**src/rtl/pe_pkg_arb_pkg.sv**
```systemverilog
// Shared types and default sizing for the packed-row arbiter.
package pe_pkg_arb_pkg;

    typedef enum logic {
        StIdle = 1'b0,
        StRun  = 1'b1
    } state_e;

    localparam int unsigned DefRows       = 4;
    localparam int unsigned DefTbits      = 64;
    localparam int unsigned DefFrameWords = 16;
    localparam int unsigned DefAw         = 10;

endpackage

```
**src/rtl/pe_pkg_fifo2.sv**
```systemverilog
// Two-entry FIFO with head-at-entry-0 layout; push while full is legal only with a pop.
module pe_pkg_fifo2 #(
    parameter int unsigned W = 64
) (
    input  logic         clk,
    input  logic         reset,
    input  logic         clr,
    input  logic         push,
    input  logic         pop,
    input  logic [W-1:0] din,
    output logic [W-1:0] dout,
    output logic         empty,
    output logic         full
);

    logic [1:0]   cnt_q;
    logic [W-1:0] mem0_q, mem1_q;

    always_ff @(posedge clk) begin
        if (reset || clr) begin
            cnt_q <= '0;
        end else begin
            cnt_q <= cnt_q + {1'b0, push} - {1'b0, pop};
        end
    end

    always_ff @(posedge clk) begin
        if (reset) begin
            mem0_q <= '0;
            mem1_q <= '0;
        end else begin
            case ({push, pop})
                2'b10: begin
                    if (cnt_q == 2'd0) mem0_q <= din;
                    else               mem1_q <= din;
                end
                2'b01: mem0_q <= mem1_q;
                2'b11: begin
                    // With one entry the pushed word becomes the new head.
                    if (cnt_q == 2'd1) begin
                        mem0_q <= din;
                    end else begin
                        mem0_q <= mem1_q;
                        mem1_q <= din;
                    end
                end
                default: ;
            endcase
        end
    end

    assign dout  = mem0_q;
    assign empty = (cnt_q == 2'd0);
    assign full  = (cnt_q == 2'd2);

endmodule

```
**src/rtl/pe_pkg_arb.sv**
```systemverilog
// Collects per-row packed words into small FIFOs and drains them round-robin into a
// single output register that addresses a frame buffer laid out row-major.
module pe_pkg_arb
    import pe_pkg_arb_pkg::*;
#(
    parameter int unsigned ROWS        = DefRows,
    parameter int unsigned TBITS       = DefTbits,
    parameter int unsigned FRAME_WORDS = DefFrameWords,
    parameter int unsigned AW          = DefAw
) (
    input  logic                  clk,
    input  logic                  reset,
    input  logic                  start,
    input  logic [ROWS-1:0]       row_valid,
    input  logic [ROWS*TBITS-1:0] row_data,
    output logic                  dout_valid,
    input  logic                  dout_ready,
    output logic [TBITS-1:0]      dout_data,
    output logic [AW-1:0]         dout_addr,
    output logic                  busy,
    output logic                  done,
    output logic [ROWS-1:0]       ovf
);

    localparam int unsigned PW = (ROWS > 1) ? $clog2(ROWS) : 1;
    localparam int unsigned CW = $clog2(FRAME_WORDS + 1);
    localparam logic [CW-1:0] FullCnt = CW'(FRAME_WORDS);

    state_e            state_q, state_d;
    logic              done_q, done_d;
    logic [PW-1:0]     ptr_q, ptr_d;
    logic [ROWS-1:0]   ovf_q, ovf_d;
    logic [CW-1:0]     cnt_q [ROWS];
    logic [CW-1:0]     cnt_d [ROWS];
    logic [CW-1:0]     idx_q [ROWS];
    logic [CW-1:0]     idx_d [ROWS];
    logic              out_valid_q, out_valid_d;
    logic [TBITS-1:0]  out_data_q, out_data_d;
    logic [AW-1:0]     out_addr_q, out_addr_d;

    logic              clr;
    logic [ROWS-1:0]   f_push, f_pop, f_empty, f_full, drop;
    logic [TBITS-1:0]  f_head [ROWS];
    logic              gnt_valid;
    logic [PW-1:0]     gnt_row, cand;
    logic              all_done;

    for (genvar r = 0; r < ROWS; r++) begin : g_fifo
        pe_pkg_fifo2 #(
            .W(TBITS)
        ) u_fifo (
            .clk  (clk),
            .reset(reset),
            .clr  (clr),
            .push (f_push[r]),
            .pop  (f_pop[r]),
            .din  (row_data[r*TBITS +: TBITS]),
            .dout (f_head[r]),
            .empty(f_empty[r]),
            .full (f_full[r])
        );
    end

    // Round-robin search starting at ptr_q, only when the output register can load.
    always_comb begin
        gnt_valid = 1'b0;
        gnt_row   = '0;
        cand      = '0;
        f_pop     = '0;
        if (state_q == StRun && (!out_valid_q || dout_ready)) begin
            for (int unsigned i = 0; i < ROWS; i++) begin
                cand = PW'((32'(ptr_q) + i) % ROWS);
                if (!gnt_valid && !f_empty[cand]) begin
                    gnt_valid = 1'b1;
                    gnt_row   = cand;
                end
            end
        end
        if (gnt_valid) f_pop[gnt_row] = 1'b1;
    end

    always_comb begin
        all_done = (state_q == StRun) && !out_valid_q;
        for (int unsigned r = 0; r < ROWS; r++) begin
            f_push[r] = (state_q == StRun) && row_valid[r] && (cnt_q[r] != FullCnt) &&
                        (!f_full[r] || f_pop[r]);
            drop[r]   = row_valid[r] && !f_push[r];
            if (cnt_q[r] != FullCnt || !f_empty[r]) all_done = 1'b0;
        end
    end

    always_comb begin
        state_d     = state_q;
        done_d      = 1'b0;
        ptr_d       = ptr_q;
        ovf_d       = ovf_q | drop;
        cnt_d       = cnt_q;
        idx_d       = idx_q;
        out_valid_d = out_valid_q;
        out_data_d  = out_data_q;
        out_addr_d  = out_addr_q;
        clr         = 1'b0;
        if (out_valid_q && dout_ready) out_valid_d = 1'b0;
        case (state_q)
            StIdle: begin
                if (start) begin
                    state_d = StRun;
                    clr     = 1'b1;
                    ovf_d   = '0;
                    ptr_d   = '0;
                    for (int unsigned r = 0; r < ROWS; r++) begin
                        cnt_d[r] = '0;
                        idx_d[r] = '0;
                    end
                end
            end
            StRun: begin
                for (int unsigned r = 0; r < ROWS; r++) begin
                    if (f_push[r]) cnt_d[r] = cnt_q[r] + CW'(1);
                end
                if (gnt_valid) begin
                    out_valid_d     = 1'b1;
                    out_data_d      = f_head[gnt_row];
                    out_addr_d      = AW'(32'(gnt_row) * FRAME_WORDS + 32'(idx_q[gnt_row]));
                    idx_d[gnt_row]  = idx_q[gnt_row] + CW'(1);
                    ptr_d           = (gnt_row == PW'(ROWS - 1)) ? '0 : gnt_row + PW'(1);
                end
                if (all_done) begin
                    state_d = StIdle;
                    done_d  = 1'b1;
                end
            end
            default: state_d = StIdle;
        endcase
    end

    always_ff @(posedge clk) begin
        if (reset) begin
            state_q     <= StIdle;
            done_q      <= 1'b0;
            ptr_q       <= '0;
            ovf_q       <= '0;
            out_valid_q <= 1'b0;
            out_data_q  <= '0;
            out_addr_q  <= '0;
            for (int unsigned r = 0; r < ROWS; r++) begin
                cnt_q[r] <= '0;
                idx_q[r] <= '0;
            end
        end else begin
            state_q     <= state_d;
            done_q      <= done_d;
            ptr_q       <= ptr_d;
            ovf_q       <= ovf_d;
            out_valid_q <= out_valid_d;
            out_data_q  <= out_data_d;
            out_addr_q  <= out_addr_d;
            cnt_q       <= cnt_d;
            idx_q       <= idx_d;
        end
    end

    assign dout_valid = out_valid_q;
    assign dout_data  = out_data_q;
    assign dout_addr  = out_addr_q;
    assign busy       = (state_q == StRun);
    assign done       = done_q;
    assign ovf        = ovf_q;

endmodule

```
**config.mk**
```make
export PLATFORM = sky130hd
export DESIGN_NAME = pe_pkg_arb
export DESIGN_NICKNAME = d
export VERILOG_FILES = /design/src/rtl/pe_pkg_arb_pkg.sv /design/src/rtl/pe_pkg_fifo2.sv /design/src/rtl/pe_pkg_arb.sv
export SDC_FILE = /design/constraint.sdc
export NUM_CORES = 2
export LEC_CHECK = 0
export ABC_AREA = 1
export BUFFER_PORTS_ARGS = -buffer_cell sky130_fd_sc_hd__buf_2
export CAP_MARGIN = 10
export CORE_ASPECT_RATIO = 0.6
export CORE_MARGIN = 1.5
export CORE_UTILIZATION = 60
export CTS_CLUSTER_SIZE = 28
export DETAILED_ROUTE_END_ITERATION = 10
export PLACE_DENSITY = 0.82
export SYNTH_ARGS = -nofsm -noshare
export SYNTH_HDL_FRONTEND = slang
export SYNTH_HIERARCHICAL = 1
export SYNTH_SLANG_ARGS = --single-unit
```
**constraint.sdc**
```tcl
create_clock -name clk -period 4.6 [get_ports clk]
set_input_delay 0.92 -clock clk [delete_from_list [all_inputs] [get_ports clk]]
set_output_delay 0.92 -clock clk [all_outputs]
set_load 0.01 [all_outputs]
```
Yosys cells after proc, flatten, opt, wreduce, memory -nomap -nowiden. Index checks and enable logic that the tools add are counted.

Word-level logic and storage cells: 262. Flip-flop bits (word level): 643. Input bits: 264. Output and inout bits: 81.

Order comparisons: 8. Eq/ne operators: 43. $add $sub $neg: 18. Mux-type cells: 83. Bitwise logic cells: 3. Reduce and logical (&&, ||, !) cells: 80.

Operator list (count): $mux W64 (18); $pmux W64 S3 (4); $pmux W64 S2 (4); $bmux W64 S2 (1); $pmux W20 S2 (2); $mux W20 (2); $mux W5 (7); $eq A2 B2 Y1 const B (13); $add A5 B1 Y5 const B (5); $logic_and A1 B1 Y1 (24); $mux W1 (24); $bwmux W20 (1); $ne A5 B5 Y1 const B (4); $reduce_and A2 Y1 (10); $logic_not A1 Y1 (19); $ne A2 B1 Y1 const B (9); $ne A2 B2 Y1 const B (9); $eq A2 B1 Y1 const B (8); $mux W2 (8); $lt A2 B3 Y1 const B (5); $mux W4 (3); $reduce_and A3 Y1 (4); $reduce_bool A3 Y1 (4); $bmux W5 S2 (1); 20 further kinds (46).

Depth between registers and ports, before layout.
Depth after elaboration: 29. Gate-level depth with buffers: 30. Depth with buffers taken out: 26.

Modules after synthesis. Netlist, hierarchy kept.

By module, submodules not included: pe_pkg_fifo2 (area an instance 7106.8 um^2, seq. area each 2602.5 um^2, instances 4, cells an instance 1140); pe_pkg_arb (area an instance 6795.3 um^2, seq. area each 2402.3 um^2, instances 1, cells an instance 996).

Least setup slack after synthesis. Ideal clock, no wire load.

Path type: input port to flip-flop. Start: input dout_ready. End: register g_fifo[2].u_fifo.mem0_q[10]. Slack: 0.932 ns. Data required time: 4.491 ns. Arrival: 3.559 ns. Library setup time: 0.109 ns. Stages on the path: 25. Cell sequence: inv_1 -> nand2_1 -> nand2_1 -> inv_1 -> nand2_1 -> a21oi_4 -> buf_2 -> buf_2 -> ha_1 -> inv_1 -> nor2_4 -> inv_1 -> a21oi_4 -> inv_1 -> ha_1 -> inv_1 -> nand2_2 -> nand2_1 -> buf_4 -> buf_4 -> nand3_1 -> nand2_1 -> inv_1 -> nand2_1 -> inv_1.

Cells in the longest elaborated chain, start to end: 13.

Ends and longest elaborated chain: from (decl) (RTL line pe_pkg_arb.sv:17) `input logic dout_ready,`; $logic_or A1 B1 Y1 (*) (RTL line pe_pkg_arb.sv:70) `if (state_q == StRun && (!out_valid_q || dout_ready)) begin`; $logic_and A1 B1 Y1 (*) (RTL line pe_pkg_arb.sv:70); $mux W2 (RTL line pe_pkg_arb.sv:70); $lt A2 B3 Y1 (not written as such) or $ge A2 B1 Y1 (tied branches) (RTL line pe_pkg_arb.sv:79) `if (gnt_valid) f_pop[gnt_row] = 1'b1;`; $logic_and A1 B1 Y1 (not written as such) (RTL line pe_pkg_arb.sv:79); $mux W1 (not written as such) (RTL line pe_pkg_arb.sv:79); $demux W1 S2 (RTL line pe_pkg_arb.sv:79); $mux W4 (*) (RTL line pe_pkg_arb.sv:79); via f_pop[2] (RTL line pe_pkg_arb.sv:42) `logic [ROWS-1:0] f_push, f_pop, f_empty, f_full, drop;`; $logic_or A1 B1 Y1 (*) (RTL line pe_pkg_arb.sv:86) `(!f_full[r] || f_pop[r]);`; $logic_and A1 B1 Y1 (*) (RTL line pe_pkg_arb.sv:85) `f_push[r] = (state_q == StRun) && row_valid[r] && (cnt_q[r] != FullCnt) &&`; via f_push[2] (RTL line pe_pkg_arb.sv:42); $eq A2 B2 Y1 or $eq A2 B1 Y1 (tied branches) (RTL line pe_pkg_fifo2.sv:32) `case ({push, pop})`; $ne A2 B1 Y1 (no line) or $reduce_bool A3 Y1 (tied branches); $reduce_and A2 Y1 (no line); to (signal assigned) (RTL line pe_pkg_fifo2.sv:34) `if (cnt_q == 2'd0) mem0_q <= din;`; to (signal assigned) (RTL line pe_pkg_fifo2.sv:37) `2'b01: mem0_q <= mem1_q;`; to (signal assigned) (RTL line pe_pkg_fifo2.sv:41) `mem0_q <= din;`; to (decl) (RTL line pe_pkg_fifo2.sv:17) `logic [W-1:0] mem0_q, mem1_q;`.

Mark *: on every way through the listed nets, which the timed path passes. The rest lies on a longest branch. A chain may end at the register's enable or synchronous reset.

Final worst setup path.
Start: register g_fifo[3].u_fifo.cnt_q[0]. End: register g_fifo[3].u_fifo.mem0_q[63].

Cells in the longest elaborated chain, start to end: 27.

Ends and longest elaborated chain: from (decl) (RTL line pe_pkg_fifo2.sv:16) `logic [1:0] cnt_q;`; from (signal assigned) (RTL line pe_pkg_fifo2.sv:23) `cnt_q <= cnt_q + {1'b0, push} - {1'b0, pop};`; $logic_not A2 Y1 (*) (RTL line pe_pkg_fifo2.sv:53) `assign empty = (cnt_q == 2'd0);`; via f_empty[3] (RTL line pe_pkg_arb.sv:42); $bmux W1 S2 (RTL line pe_pkg_arb.sv:73) `if (!gnt_valid && !f_empty[cand]) begin`; $mux W1 (not written as such) (RTL line pe_pkg_arb.sv:73); $mux W1 (RTL line pe_pkg_arb.sv:73); $mux W1 (RTL line pe_pkg_arb.sv:70); $logic_not A1 Y1 (RTL line pe_pkg_arb.sv:73); $logic_and A1 B1 Y1 (RTL line pe_pkg_arb.sv:73); (+13 left out); $demux W1 S2 (RTL line pe_pkg_arb.sv:79); $mux W4 (*) (RTL line pe_pkg_arb.sv:79); $logic_or A1 B1 Y1 (*) (RTL line pe_pkg_arb.sv:86); $logic_and A1 B1 Y1 (*) (RTL line pe_pkg_arb.sv:85); via f_push[3] (RTL line pe_pkg_arb.sv:42); $eq A2 B2 Y1 or $eq A2 B1 Y1 (tied branches) (RTL line pe_pkg_fifo2.sv:32); $ne A2 B1 Y1 (no line) or $reduce_bool A3 Y1 (tied branches); $reduce_and A2 Y1 (no line); to (signal assigned) (RTL line pe_pkg_fifo2.sv:34); to (signal assigned) (RTL line pe_pkg_fifo2.sv:37); to (signal assigned) (RTL line pe_pkg_fifo2.sv:41); to (decl) (RTL line pe_pkg_fifo2.sv:17).

Mark *: on every way through the listed nets, which the timed path passes. The rest lies on a longest branch. The select of a mux whose other input is x is not followed.

==> results summary <==
The flow ran to the end, but the final reports show violations. The checks that failed: design-rule violations. The final clock skew is 0.02463 ns. The pin slew with the least headroom to its limit is 0.9629 ns.

The number of setup buffers added after CTS is 0. The worst setup path is launched from a flip-flop. The half-perimeter wire length after placement came out at 80160 um. The routed wire length came out at between 100000 and 150000 um.

The worst hold path startpoint is idx_q[6]. The average wire per cell in the routed design is 18.20 um. The standard cell core area came out at 0.05777 mm2. The area added between synthesis and finish is 9.477%. The number of nets with antenna violations after routing came out at 0.

Entering global routing, the biggest net connects 129 pins. The mean number of vias per cell came out at 5.568. The distinct cell type count of the synthesized netlist is 42. The maximum fanout count along the critical path came out at 52. The cell area after technology mapping is 0.03522 mm2. Sorting the synthesized cells by area gives the leading types as sky130_fd_sc_hd__dfxtp_1 36%, sky130_fd_sc_hd__nand3_1 15%, sky130_fd_sc_hd__nand2_1 14%.

In this run the core area contains 68 standard-cell rows. The register share of total power came out at 33.0%. Setup violations remaining at the end of the flow were counted as 0.

The endpoint type of the worst setup path is a flip-flop. The I/O pin total is about 350. The areal power density over the cells is 610.2 mW/mm2. For this configuration, the core starts out at a cell density of 60.97%.

The wire length of the first global-routing pass is 176600 um. The floorplan step set the die width to roughly 320 um. The number of pins with negative max-slew slack in the final report is 0. The tightest min-delay check is of the flip-flop to flip-flop type. The synthesized area per cell came out at 6.340 um2. The count of H-tree levels built during CTS is 2. For this run, the number of Yosys warnings is 6.

After global routing the overflow that remains totals 0. The relative slew slack came out at 35.81%. sky130_fd_sc_hd__dfxtp_1 takes more of the synthesized area than any other cell.

The die covers 0.06021 mm2. The number of buffer and inverter instances along the worst setup path came out at 7. The fraction of post-synthesis cell area in the top cell type by area came out at a little over a third. Summed over all failing endpoints, the final setup total negative slack is 0 ns.

Summing internal, switching and leakage power gives about 24000 uW. For this design the static power due to leakage is 0.02154 uW. The number of failing hold endpoints at the final stage is 0.

The start point of the critical path is g_fifo[3].u_fifo/cnt_q[0]. The end-of-flow core utilization is between 60% and 70%. The setup check on the worst reg-to-reg path leaves a slack of between 0.2 and 0.3 ns. On the critical path the largest part of the delay comes from simple AND/OR/NAND/NOR gates. In this run, synthesis inferred 0 flip-flops with an integrated enable. For this block, the initial DRC count from the detailed router was 5626. The post-synthesis sequential element count came out at 640. The count of TritonRoute iterations in the first routing pass is 11. In this run, the combinational gates consume 44.7% of the power. Of the total power, the share spent switching nets is 45.09%. The peak per-stage delay on the critical path is 0.51 ns.

The count of instances resized after the clock tree is built came out at 0. Routability-driven placement finished with a final weighted congestion of 1.033. In the synthesized netlist the dominant register cell turns out to be sky130_fd_sc_hd__dfxtp_1.

The largest vdd supply drop came out at 799.8 uV. For the worst setup path, the data arrival time is 4.89 ns. The TritonCTS clock tree is built. Setup repair after global routing left no endpoint under its margin. Static timing analysis puts the maximum clock frequency at 230.0 MHz. The proportion of synthesized chip area in sequential cells came out at 36.38%. 0 antenna diodes ended up in the layout.

The relative contribution of the clock network to total power is 22.3%. The final critical path time including I/O delays and setup came out at 4.348 ns. The slowest stage cell on the critical path is sky130_fd_sc_hd__buf_4. During placement, the flow inserted port buffers numbering 341. The async set or reset register ratio after synthesis is 0%.

The required time at the endpoint of the critical path is 5.15 ns. In the synthesized netlist, the number of instances is 5556. The max-capacitance violation count is 0. Counting every sink on the clock net gives 640. The critical path is of the flip-flop to flip-flop type. The part of the cycle the worst path needs is between 90 and 100%. The final route contains 35921 vias. The initial antenna violation count is 0.

The clock tree buffer depth is 3. Buffers inserted to repair hold after CTS numbered 0. Clock-pin slew was measured on the worst setup and hold paths at 0.07 ns.

The global router's overall resource usage came out at between 30 and 40%. The startpoint of the lowest-slack register-to-register path is g_fifo[3].u_fifo/cnt_q[0]. In this run the clock root is driven by a sky130_fd_sc_hd__clkbuf_16. The number of buffers inserted during clock tree synthesis came out at 59. Measured along the y axis, the die boundary spans 190.7 um. The clock latency at the later pin of the worst-skew pair came out at roughly 0.65 ns.

In this run the power spent charging and discharging nets is approximately 11000 uW. The total DRC errors in the routed layout came out at 11. The net count of the finished layout came out at 5930. The cell seen most often among critical-path stages is sky130_fd_sc_hd__nand2_1.

The via count of the first global-routing pass came out at around 30000. Cell internal power was estimated by the tool at ~13000 uW. Cells with a size suffix above 1 make up 10.86% of the layout.
## power groups by stage
stage / sequential, uW / combinational [uW] / clock, uW
5_1_grt: 7810 / 11500 / 5480
4_1_cts: 7680 / 10200 / 5250
6_report: 7780 / 10500 / 5240
2_1_floorplan: 7460 / 7660 / 0
3_5_place_dp: 7770 / 10100 / 0
3_3_place_gp: 7770 / 9910 / 0
## logic make-up after synthesis
logic type	share of synthesized area [%]
buffers and inverters	18.46
XOR/XNOR	0.1492
flip-flops	36.38
other	0.01065
AND/OR/NAND/NOR	34.82
adder cells (fa/ha/maj)	1.066
AO/OA/AOI/OAI	9.122
## synth_stat cells (2+ instances only)
cell	number
sky130_fd_sc_hd__ha_1	30
sky130_fd_sc_hd__nor2_1	378
sky130_fd_sc_hd__inv_2	5
sky130_fd_sc_hd__nand3_2	50
sky130_fd_sc_hd__a31oi_1	12
sky130_fd_sc_hd__nand2_1	1278
sky130_fd_sc_hd__nor2_2	6
sky130_fd_sc_hd__buf_1	33
sky130_fd_sc_hd__xnor2_1	4
sky130_fd_sc_hd__buf_6	34
sky130_fd_sc_hd__a22oi_1	12
sky130_fd_sc_hd__nor2_4	2
sky130_fd_sc_hd__buf_4	91
sky130_fd_sc_hd__o21bai_1	27
sky130_fd_sc_hd__nor3_1	7
sky130_fd_sc_hd__nand3_1	1029
sky130_fd_sc_hd__o21ai_1	8
sky130_fd_sc_hd__o21ai_2	2
sky130_fd_sc_hd__inv_1	1116
sky130_fd_sc_hd__nor3b_1	3
sky130_fd_sc_hd__a21oi_1	305
sky130_fd_sc_hd__xor2_1	2
sky130_fd_sc_hd__a41oi_1	52
sky130_fd_sc_hd__nand3b_1	3
sky130_fd_sc_hd__clkbuf_1	60
sky130_fd_sc_hd__dfxtp_1	640
sky130_fd_sc_hd__nand2_2	27
sky130_fd_sc_hd__o21ai_0	144
sky130_fd_sc_hd__a21oi_4	2
sky130_fd_sc_hd__buf_2	175
sky130_fd_sc_hd__o31ai_1	2
sky130_fd_sc_hd__or2_2	4
sky130_fd_sc_hd__nand4_1	4
## placed cells by master, fill, tap and decap left out, types with 4 or more instances in the layout
cell / count
sky130_fd_sc_hd__nand3_4: 4
sky130_fd_sc_hd__o21ai_1: 8
sky130_fd_sc_hd__clkbuf_1: 12
sky130_fd_sc_hd__nand3_1: 1029
sky130_fd_sc_hd__a21oi_1: 305
sky130_fd_sc_hd__o21ai_0: 144
sky130_fd_sc_hd__o21bai_1: 27
sky130_fd_sc_hd__nor2_1: 378
sky130_fd_sc_hd__nor3_1: 7
sky130_fd_sc_hd__nor2_2: 6
sky130_fd_sc_hd__nand4_1: 4
sky130_fd_sc_hd__nand3_2: 46
sky130_fd_sc_hd__ha_1: 30
sky130_fd_sc_hd__nand2_4: 5
sky130_fd_sc_hd__buf_12: 28
sky130_fd_sc_hd__inv_2: 5
sky130_fd_sc_hd__inv_1: 1111
sky130_fd_sc_hd__a22oi_1: 12
sky130_fd_sc_hd__a41oi_1: 52
sky130_fd_sc_hd__dfxtp_1: 640
sky130_fd_sc_hd__clkbuf_8: 14
sky130_fd_sc_hd__nand2_1: 1270
sky130_fd_sc_hd__clkinv_2: 14
sky130_fd_sc_hd__or2_2: 4
sky130_fd_sc_hd__clkbuf_16: 59
sky130_fd_sc_hd__xnor2_1: 4
sky130_fd_sc_hd__bufinv_16: 7
sky130_fd_sc_hd__nand2_2: 31
sky130_fd_sc_hd__a31oi_1: 12
sky130_fd_sc_hd__buf_4: 41
sky130_fd_sc_hd__buf_2: 341
## registers in the layout, indices dropped and copies added (netlist names)
register	count
dout_addr	7
g_fifo.u_fifo/mem1_q	256
g_fifo.u_fifo/dout	256
dout_data	64
ptr_q	2
cnt_q	20
busy	1
done	1
g_fifo.u_fifo/cnt_q	8
idx_q	20
dout_valid	1
ovf	4
## per-layer routing
| metal | track usage [%] | wire (um) | part of all wire, % |
|---|---|---|---|
| met3 | 11.39 | 17950 | 15 |
| met4 | 13.25 | 4400 | 3.7 |
| met1 | 56.83 | 49900 | 42 |
| met2 | 49.18 | 45160 | 38 |
| met5 | 0 | 0 | 0 |
## metrics by stage
| step | cells | hold slack (ns) | setup WS, ns | instance area (um2) |
|---|---|---|---|---|
| finish | 6451 | 0.4620 | 0.2522 | 38560 |
| global route | 6451 | 0.4825 | 0.04969 | 38560 |
| CTS | 6451 | 0.4598 | 0.4819 | 38560 |
| detailed placement | 6345 | 0.4504 | 0.5071 | 36550 |
| global placement | 6345 | 0.4441 | 0.5838 | 36550 |
| floorplan | 5558 | 0.4348 | 0.9323 | 35230 |
## worst paths after layout
check,to,depth (start not counted)
max,g_fifo[3].u_fifo/dout[63],26
min,idx_q[6],2
max reg2reg,g_fifo[3].u_fifo/dout[63],26
min reg2reg,idx_q[6],2
## worst register-to-register path, cell delays in order (launching register included)
cell                      delay (ns)
sky130_fd_sc_hd__dfxtp_1        0.39
sky130_fd_sc_hd__nor2_2         0.41
sky130_fd_sc_hd__nand2_1        0.13
sky130_fd_sc_hd__nand2_2        0.10
sky130_fd_sc_hd__nand2_1        0.07
sky130_fd_sc_hd__nand2_2        0.11
sky130_fd_sc_hd__nand2_2        0.08
sky130_fd_sc_hd__nand2_1        0.06
sky130_fd_sc_hd__nand2_1        0.06
sky130_fd_sc_hd__nand2_2        0.25
sky130_fd_sc_hd__inv_2          0.11
sky130_fd_sc_hd__nor2_8         0.12
sky130_fd_sc_hd__nand2_1        0.11
sky130_fd_sc_hd__nand2_1        0.16
sky130_fd_sc_hd__nand2_1        0.15
sky130_fd_sc_hd__inv_1          0.32
sky130_fd_sc_hd__inv_1          0.12
sky130_fd_sc_hd__ha_1           0.21
sky130_fd_sc_hd__inv_1          0.11
sky130_fd_sc_hd__nand2_2        0.10
sky130_fd_sc_hd__nand2_2        0.10
sky130_fd_sc_hd__buf_4          0.51
sky130_fd_sc_hd__nand3_1        0.20
sky130_fd_sc_hd__nand2_1        0.12
sky130_fd_sc_hd__inv_1          0.06
sky130_fd_sc_hd__nand2_1        0.06
sky130_fd_sc_hd__inv_1          0.03
## final cells by class
cell class / instances / area (um2)
Clock buffer: 85 / 1714
Clock inverter: 21 / 294.0
Fill cell: 5138 / 19210
Inverter: 1122 / 4217
Multi-Input combinational cell: 3403 / 15990
Sequential cell: 640 / 12810
Tap cell: 770 / 963.4
Timing Repair Buffer: 410 / 2575
Note: power is estimated with default switching activity, not from simulation.
